$ cat src/rtl/cache_stage_skid.sv
// Cache-stage pipeline register with valid/ready handshake and 2-entry skid.
// Adds flush, occupancy report and a saturating backpressure stall counter.
//
// Ports:
//   clk, reset           : clock, synchronous active-high reset
//   flush                : squash every held entry, drop same-cycle input
//   valid_in / ready_out : upstream handshake (ready_out from state flop)
//   tlb_result, destReg_addr_input, we_input, bp_input : incoming payload
//   valid_out / ready_in : downstream handshake
//   cache_result, destReg_addr_output, we_output, bp_output : head payload
//   occupancy            : entries held (0..2)
//   stall_cnt            : saturating count of valid_out & !ready_in cycles
module cache_stage_skid #(
  parameter int DATA_W      = 16,
  parameter int REG_AW      = 3,
  parameter int BP_W        = 2,
  parameter int STALL_CNT_W = 8
) (
  input  logic                   clk,
  input  logic                   reset,
  input  logic                   flush,
  input  logic                   valid_in,
  output logic                   ready_out,
  input  logic [DATA_W-1:0]      tlb_result,
  input  logic [REG_AW-1:0]      destReg_addr_input,
  input  logic                   we_input,
  input  logic [BP_W-1:0]        bp_input,
  output logic                   valid_out,
  input  logic                   ready_in,
  output logic [DATA_W-1:0]      cache_result,
  output logic [REG_AW-1:0]      destReg_addr_output,
  output logic                   we_output,
  output logic [BP_W-1:0]        bp_output,
  output logic [1:0]             occupancy,
  output logic [STALL_CNT_W-1:0] stall_cnt
);

  typedef struct packed {
    logic [DATA_W-1:0] data;
    logic [REG_AW-1:0] dest;
    logic              we;
    logic [BP_W-1:0]   bp;
  } pl_t;

  typedef enum logic [1:0] {
    EMPTY = 2'd0,
    HALF  = 2'd1,
    FULL  = 2'd2
  } state_t;

  localparam logic [STALL_CNT_W-1:0] CNT_ONE =
    {{(STALL_CNT_W-1){1'b0}}, 1'b1};

  state_t                 state_q, state_d;
  pl_t                    m_q, m_d;
  pl_t                    s_q, s_d;
  logic [STALL_CNT_W-1:0] cnt_q, cnt_d;

  pl_t  in_pl;
  logic accept;
  logic drain;

  assign in_pl = {tlb_result, destReg_addr_input,
                  we_input, bp_input};

  assign ready_out = (state_q != FULL);
  assign valid_out = (state_q != EMPTY);

  // Input offered alongside a flush is dropped, never stored.
  assign accept = valid_in & ready_out & ~flush;
  assign drain  = valid_out & ready_in;

  always_comb begin
    state_d = state_q;
    m_d     = m_q;
    s_d     = s_q;
    cnt_d   = cnt_q;

    unique case (state_q)
      EMPTY: begin
        if (accept) begin
          state_d = HALF;
          m_d     = in_pl;
        end
      end
      HALF: begin
        if (accept && drain) begin
          m_d = in_pl;
        end else if (accept) begin
          state_d = FULL;
          s_d     = in_pl;
        end else if (drain) begin
          state_d = EMPTY;
        end
      end
      FULL: begin
        if (drain) begin
          state_d = HALF;
          m_d     = s_q;
        end
      end
      default: state_d = EMPTY;
    endcase

    // Payload regs keep stale contents; only the state is squashed.
    if (flush) begin
      state_d = EMPTY;
    end

    if (valid_out && !ready_in && (cnt_q != '1)) begin
      cnt_d = cnt_q + CNT_ONE;
    end
  end

  always_ff @(posedge clk) begin
    if (reset) begin
      state_q <= EMPTY;
      m_q     <= '0;
      s_q     <= '0;
      cnt_q   <= '0;
    end else begin
      state_q <= state_d;
      m_q     <= m_d;
      s_q     <= s_d;
      cnt_q   <= cnt_d;
    end
  end

  assign cache_result        = m_q.data;
  assign destReg_addr_output = m_q.dest;
  assign we_output           = m_q.we & valid_out;
  assign bp_output           = m_q.bp;
  assign occupancy           = state_q;
  assign stall_cnt           = cnt_q;

endmodule

$ cat config.mk
export PLATFORM = sky130hd
export DESIGN_NAME = cache_stage_skid
export DESIGN_NICKNAME = d
export VERILOG_FILES = /design/src/rtl/cache_stage_skid.sv
export SDC_FILE = /design/constraint.sdc
export NUM_CORES = 1
export LEC_CHECK = 0
export ABC_AREA = 1
export BUFFER_PORTS_ARGS = -buffer_cell sky130_fd_sc_hd__buf_4
export CORE_ASPECT_RATIO = 0.5
export CORE_MARGIN = 4
export CORE_UTILIZATION = 48
export CTS_CLUSTER_SIZE = 20
export DETAILED_ROUTE_END_ITERATION = 12
export MAX_ROUTING_LAYER = met4
export PLACE_DENSITY = 0.75
export RECOVER_POWER = 25
export SLEW_MARGIN = 20
export SYNTH_ARGS = -nofsm -noshare
export SYNTH_HDL_FRONTEND = slang
export SYNTH_SLANG_ARGS = --single-unit
$ cat constraint.sdc
create_clock -name clk -period 1.1 [get_ports clk]
set_input_delay 0.22 -clock clk [delete_from_list [all_inputs] [get_ports clk]]
set_output_delay 0.22 -clock clk [all_outputs]
set_load 0.02 [all_outputs]
==> run metrics, run 1 <==
Starting Density 0.513; setup ws final -0.398 ns; Slew Limit Fails 0; cts-stage hold buffer count 0; final hold violation count 0; clock share of power 0.317; biggest area consumer among synthesized cells dfxtp_1; Max H-tree Level 2; Initial DRC Count roughly 260; sequential area share after synthesis 0.412; Flop pwr share 0.496; TritonRoute pass-1 iters 9; commonest non-fill, non-tap cell in the layout nor2_1; clock buffer depth 2; Detail Placement HPWL about 4600 µm; pin count of the biggest net entering global routing 49; worst path required time 1.35 ns; switching power total around 1200 µW; most frequent cells in the layout nor2_1, nand2_1, buf_4; Final setup viols 65; Die Y ~60 µm; final cell count without fillers 531; Post-route DRC 0; WL per Instance ~18 µm; filler instances between 200 and 300; Yosys reg bits 54; die width 113 µm; Worst setup EP type flip-flop; post-route ant nets 0; Relative slew margins 0.809; layout cells sized above 1 0.471; fin area 4100 µm²; fmax about 0.67 GHz; power per cell area ~1000 nW/µm²; CTS clk-pin slew, worst paths approximately 0.11 ns; flip-flop and latch area roughly 1100 µm²; post-route total power about 4200 µW; combinational power share 0.187; Placed Area between 3000 and 4000 µm²; cell area after synthesis around 2600 µm²; violated checks negative setup slack; Mapped Avg Cell Area about 6.9 µm²; Clock Sinks 54; vias in the first global route around 2.6k; critical path class flip-flop to flip-flop; Final min period between 1 and 1.5 ns; number of placed cells counting well taps 498; root buffer cell clkbuf_8; area delta synth->final 56.2%; # diodes 0; CTS Buf Count 5; Max-Cap Viols 0; CP max FO 5; clk_skew about 0.0081 ns; NumNets Final around 490; worst slew pin tran between 0.2 and 0.3 ns; Final TNS setup -14.62 ns; largest cells by area after synthesis dfxtp_1, nor2_1, nand2_1, buf_4, o21ai_0; Multi-input gate area around 1500 µm²; switching part of the total 0.292; gr usage total 0.238; Setup WS pre-CTS -0.162 ns; GRT overflow 0; I/O Buffers 60; initial antenna violation count 0; core area slightly above 5000 µm²; syn_nets 407; worst hold path type primary input to flip-flop; via count roughly 3.0k; Syn Inst Count 379; period utilisation layout 1.36; top-area cell type share of the netlist area 0.412; CTS tree built; worst-skew pair later-pin latency around 0.32 ns; Cell Int Power approximately 3000 µW; crit path launch type flip-flop; # rows 18; first-pass GRT wire length around 12000 µm; Top Ports slightly above 60; Peak VDD IR 612 µV; Die ar. 6790 µm²; Routed WL 9750 µm; status complete, but fails checks; GPL Wtd Cong between 0.8 and 0.9; library cells used by synthesis 28; RSZ-0062 raised after global routing yes; P_leak between 0.0015 and 0.002 µW; vias per inst 5.71; Synthesis Warnings 0; worst path arrival time 1.75 ns
## metrics by stage
stage	utilization	hold slack, ns
6_report	0.802	0.103
5_1_grt	0.802	0.0948
4_1_cts	0.742	0.105
3_5_place_dp	0.631	0.443
3_3_place_gp	0.631	0.435
2_1_floorplan	-	0.282
## final timing paths
path	startpoint	end	slack, ns	cells past startpoint
setup / recovery	occupancy[1]$_SDFFE_PP0P_	s_q[8]$_SDFFE_PP0P_	-0.40	8
hold / removal	reset	stall_cnt[7]$_SDFFE_PP0P_	0.10	2
setup reg to reg	occupancy[1]$_SDFFE_PP0P_	s_q[8]$_SDFFE_PP0P_	-0.40	8
hold reg to reg	s_q[1]$_SDFFE_PP0P_	s_q[1]$_SDFFE_PP0P_	0.49	2
## final cells by class
cell class / instances / share of cell area
multi-input combinational: 267 / 0.369
timing repair buffer: 113 / 0.284
sequential: 54 / 0.270
inverter: 18 / 0.0281
clock buffer: 6 / 0.0229
tap: 70 / 0.0214
clock inverter: 2 / 0.00336
timing repair inverter: 1 / 0.00214
## flip-flops by register name, summed over array words and instances, names as in the netlist
register / count
stall_cnt: 8
cache_result: 16
bp_output: 2
s_q: 22
m_q: 1
occupancy: 2
destReg_addr_output: 3
## routing by layer
metal	vias up	GRT usage	routed length, µm
met5	-	-	0
met4	0	0.0788	489
met3	60	0.0546	807
met2	195	0.444	4830
met1	1427	0.257	3620
li1	1351	-	-
## worst max-delay path, cell delays in order, from the launching register on
cell and delay (ns):
dfxtp_4 0.39, buf_12 0.14, clkinv_8 0.04, nand3_4 0.08, nand3b_4 0.27, inv_6 0.15
buf_6 0.15, nor2_2 0.05, nor2_1 0.15
## logic make-up after synthesis
logic type,Yosys count,synth area share
xor+xnor,3,0.0100
simple gates,207,0.336
compound gates,55,0.107
fa+ha+maj,1,0.00477
flops,54,0.412
buf+inv,59,0.131
## cell usage after synthesis, drive strengths merged
cell and number:
nor2 103, nand2 73, dfxtp 54, o21ai 46, buf 32, nand3 27
inv 18, clkbuf 9, a21oi 7, nand4 2, xor2 2, a211oi 1
ha 1, nand3b 1, nor3 1, o211ai 1, xnor2 1
## power by group through the flow
stage / Clock (µW) / Sequential [µW] / Combinational (µW)
after global placement: 0 / 2100 / 592
after global routing: 1400 / 2070 / 829
after detailed placement: 0 / 2110 / 608
final: 1320 / 2060 / 779
after floorplan: 0 / 2100 / 420
after CTS: 1280 / 2060 / 696
## what timing repair did
| item | 4_1_cts | 5_1_grt |
|---|---|---|
| endpoints found under the setup margin | 65 | 67 |
| pin swaps | 14 | 34 |
| buffers inserted | 13 | 6 |
| cloned | 4 | 3 |
| resized for setup | 83 | 62 |
No activity file was read; power rests on OpenSTA's default activity.
==> inputs of run 2 (changes only) <==
--- a/config.mk
+++ b/config.mk
@@ -6,14 +6,14 @@
 export NUM_CORES = 1
 export LEC_CHECK = 0
 export ABC_AREA = 1
-export BUFFER_PORTS_ARGS = -buffer_cell sky130_fd_sc_hd__buf_4
 export CORE_ASPECT_RATIO = 0.5
 export CORE_MARGIN = 4
-export CORE_UTILIZATION = 48
+export CORE_UTILIZATION = 55
 export CTS_CLUSTER_SIZE = 20
 export DETAILED_ROUTE_END_ITERATION = 12
+export DONT_BUFFER_PORTS = 1
 export MAX_ROUTING_LAYER = met4
-export PLACE_DENSITY = 0.75
+export PLACE_DENSITY = 0.73
 export RECOVER_POWER = 25
 export SLEW_MARGIN = 20
 export SYNTH_ARGS = -nofsm -noshare
==> run 2 against run 1 <==
  * The flow still finishes with violations (negative setup slack)
  * Worst setup slack better by 0.13 ns
  * Total power down 4.8%
  * Critical path depth is the same
  * Non-clock buffer count fell by 61
  * Clock skew fell by 0.0031 ns
  * Wire length shrank 18%
  * Highest routed layer unchanged
==> run metrics, run 2 (synthesis results as in run 1) <==
area delta synth->final 38.8%; Max-Cap Viols 0; root buffer cell clkbuf_8; Final min period approximately 1.4 ns; Peak VDD IR roughly 640 µV; Routed WL 7990 µm; Die Y about 57 µm; worst slew pin tran a little over 0.3 ns; core area 4510 µm²; post-route ant nets 0; CP max FO 6; GRT overflow 0; # rows 17; worst path arrival time between 1.5 and 2 ns; hold path startpoint tlb_result[15]; CTS Buf Count 5; most frequent cells in the layout nor2_1, nand2_1, dfxtp_1; vias in the first global route ~2.5k; worst path required time ~1.3 ns; CTS tree built; TritonRoute pass-1 iters 4; Setup crit start occupancy[1]$_SDFFE_PP0P_; layout cells sized above 1 0.393; via count 2613; Setup WS pre-CTS -0.110 ns; critical path class flip-flop to flip-flop; Clock Sinks 54; crit path launch type flip-flop; Top Usage Layer GRT met2; Final setup viols 60; violated checks negative setup slack; Largest register FFs 22; Post-route DRC 0; met3 Use GR 0.0723; gr usage total 0.256; P_leak about 0.0016 µW; vias per inst 5.61; fmax ~0.73 GHz; final hold violation count 0; setup ws final -0.273 ns; I/O Buffers 0; worst-skew pair later-pin latency ~0.31 ns; met1 usage 0.298; status complete, but fails checks; number of placed cells counting well taps ~440; met2 Track Usage GR 0.425; final cell count without fillers ~470; Worst setup EP type flip-flop; GPL Wtd Cong between 0.8 and 0.9; first-pass GRT wire length 11900 µm; Detail Placement HPWL between 4000 and 5000 µm; R2R Path Start occupancy[1]$_SDFFE_PP0P_; Largest Register s_q; clk_skew 0.00495 ns; Max H-tree Level 2; initial antenna violation count 0; commonest non-fill, non-tap cell in the layout nor2_1; RSZ-0062 raised after global routing yes; # diodes 0; Slew Limit Fails 0; die width about 110 µm; NumNets Final approximately 430; Starting Density 0.582; Die ar. between 6000 and 7000 µm²; clock buffer depth 2; CTS clk-pin slew, worst paths roughly 0.10 ns; Relative slew margins 0.792; Final TNS setup -10.07 ns; pin count of the biggest net entering global routing between 40 and 50; Top Ports 61; power per cell area 1090 nW/µm²; worst hold path type primary input to flip-flop; period utilisation layout 1.25; WL per Instance around 17 µm; Initial DRC Count 187
-- run 2: cell types whose count changed in the layout (fill, tap and decap cells not counted), sizes merged --
| cell | before | now |
|---|---|---|
| buf | 104 | 50 |
| clkinv | 4 | 1 |
| dlygate4sd3 | 0 | 1 |
| clkbuf | 14 | 8 |
| bufbuf | 1 | 0 |
| inv | 17 | 19 |
-- run 2: final timing paths --
path / to / slack, ns / cells after the start
max: cache_result[14]$_SDFFE_PP0P_ / -0.27 / 8
min: s_q[21]$_SDFFE_PP0P_ / 0.04 / 2
max reg2reg: cache_result[14]$_SDFFE_PP0P_ / -0.27 / 8
min reg2reg: s_q[5]$_SDFFE_PP0P_ / 0.49 / 2
-- run 2: final cells by class --
| type | instances | area [µm²] |
|---|---|---|
| Multi-Input combinational cell | 267 | 1600 |
| Sequential cell | 54 | 1100 |
| Fill cell | 294 | 866 |
| Timing Repair Buffer | 52 | 637 |
| Clock buffer | 7 | 108 |
| Inverter | 18 | 100 |
| Tap cell | 66 | 82.6 |
| Timing Repair inverter | 2 | 12.5 |
-- run 2: timing repair --
item / CTS / global route
endpoints found under the hold margin: 4 / 0
resized for setup: 67 / 67
pin swaps: 5 / 15
hold buffers: 1 / 0
setup endpoints to repair: 57 / 62
gates cloned: 5 / 1
setup buffers: 14 / 1
-- run 2: layer usage --
metal  vias up  wire length, µm
li1       1219                -
met1      1250             3150
met2       129             4020
met3        15              681
met4         0              131
met5         -                0
-- run 2: metrics by stage --
| step | hold slack [ns] | power [µW] | instance area, µm² | utilization |
|---|---|---|---|---|
| 6_report | 0.0419 | 3960 | 3640 | 0.808 |
| 2_1_floorplan | 0.282 | 2520 | 2690 | - |
| 3_5_place_dp | 0.285 | 2530 | 2810 | 0.623 |
| 3_3_place_gp | 0.283 | 2520 | 2810 | 0.623 |
| 4_1_cts | 0.0440 | 3860 | 3360 | 0.746 |
| 5_1_grt | 0.0376 | 4110 | 3640 | 0.808 |
-- run 2: power breakdown --
| part | internal (µW) | switching [µW] | leakage, µW |
|---|---|---|---|
| Combinational | 227 | 307 | 0.00107 |
| Clock | 638 | 646 | 0.0000555 |
| Sequential | 2020 | 124 | 0.000445 |
| Total | 2880 | 1080 | 0.00157 |
-- run 2: critical path: stages (launching register included) --
cell and delay [ns]:
dfxtp_4 0.40, inv_4 0.08, nand3_4 0.07, buf_4 0.15, nand2_4 0.09, nand2_8 0.11
buf_12 0.16, o21ai_2 0.15, nor2_1 0.06
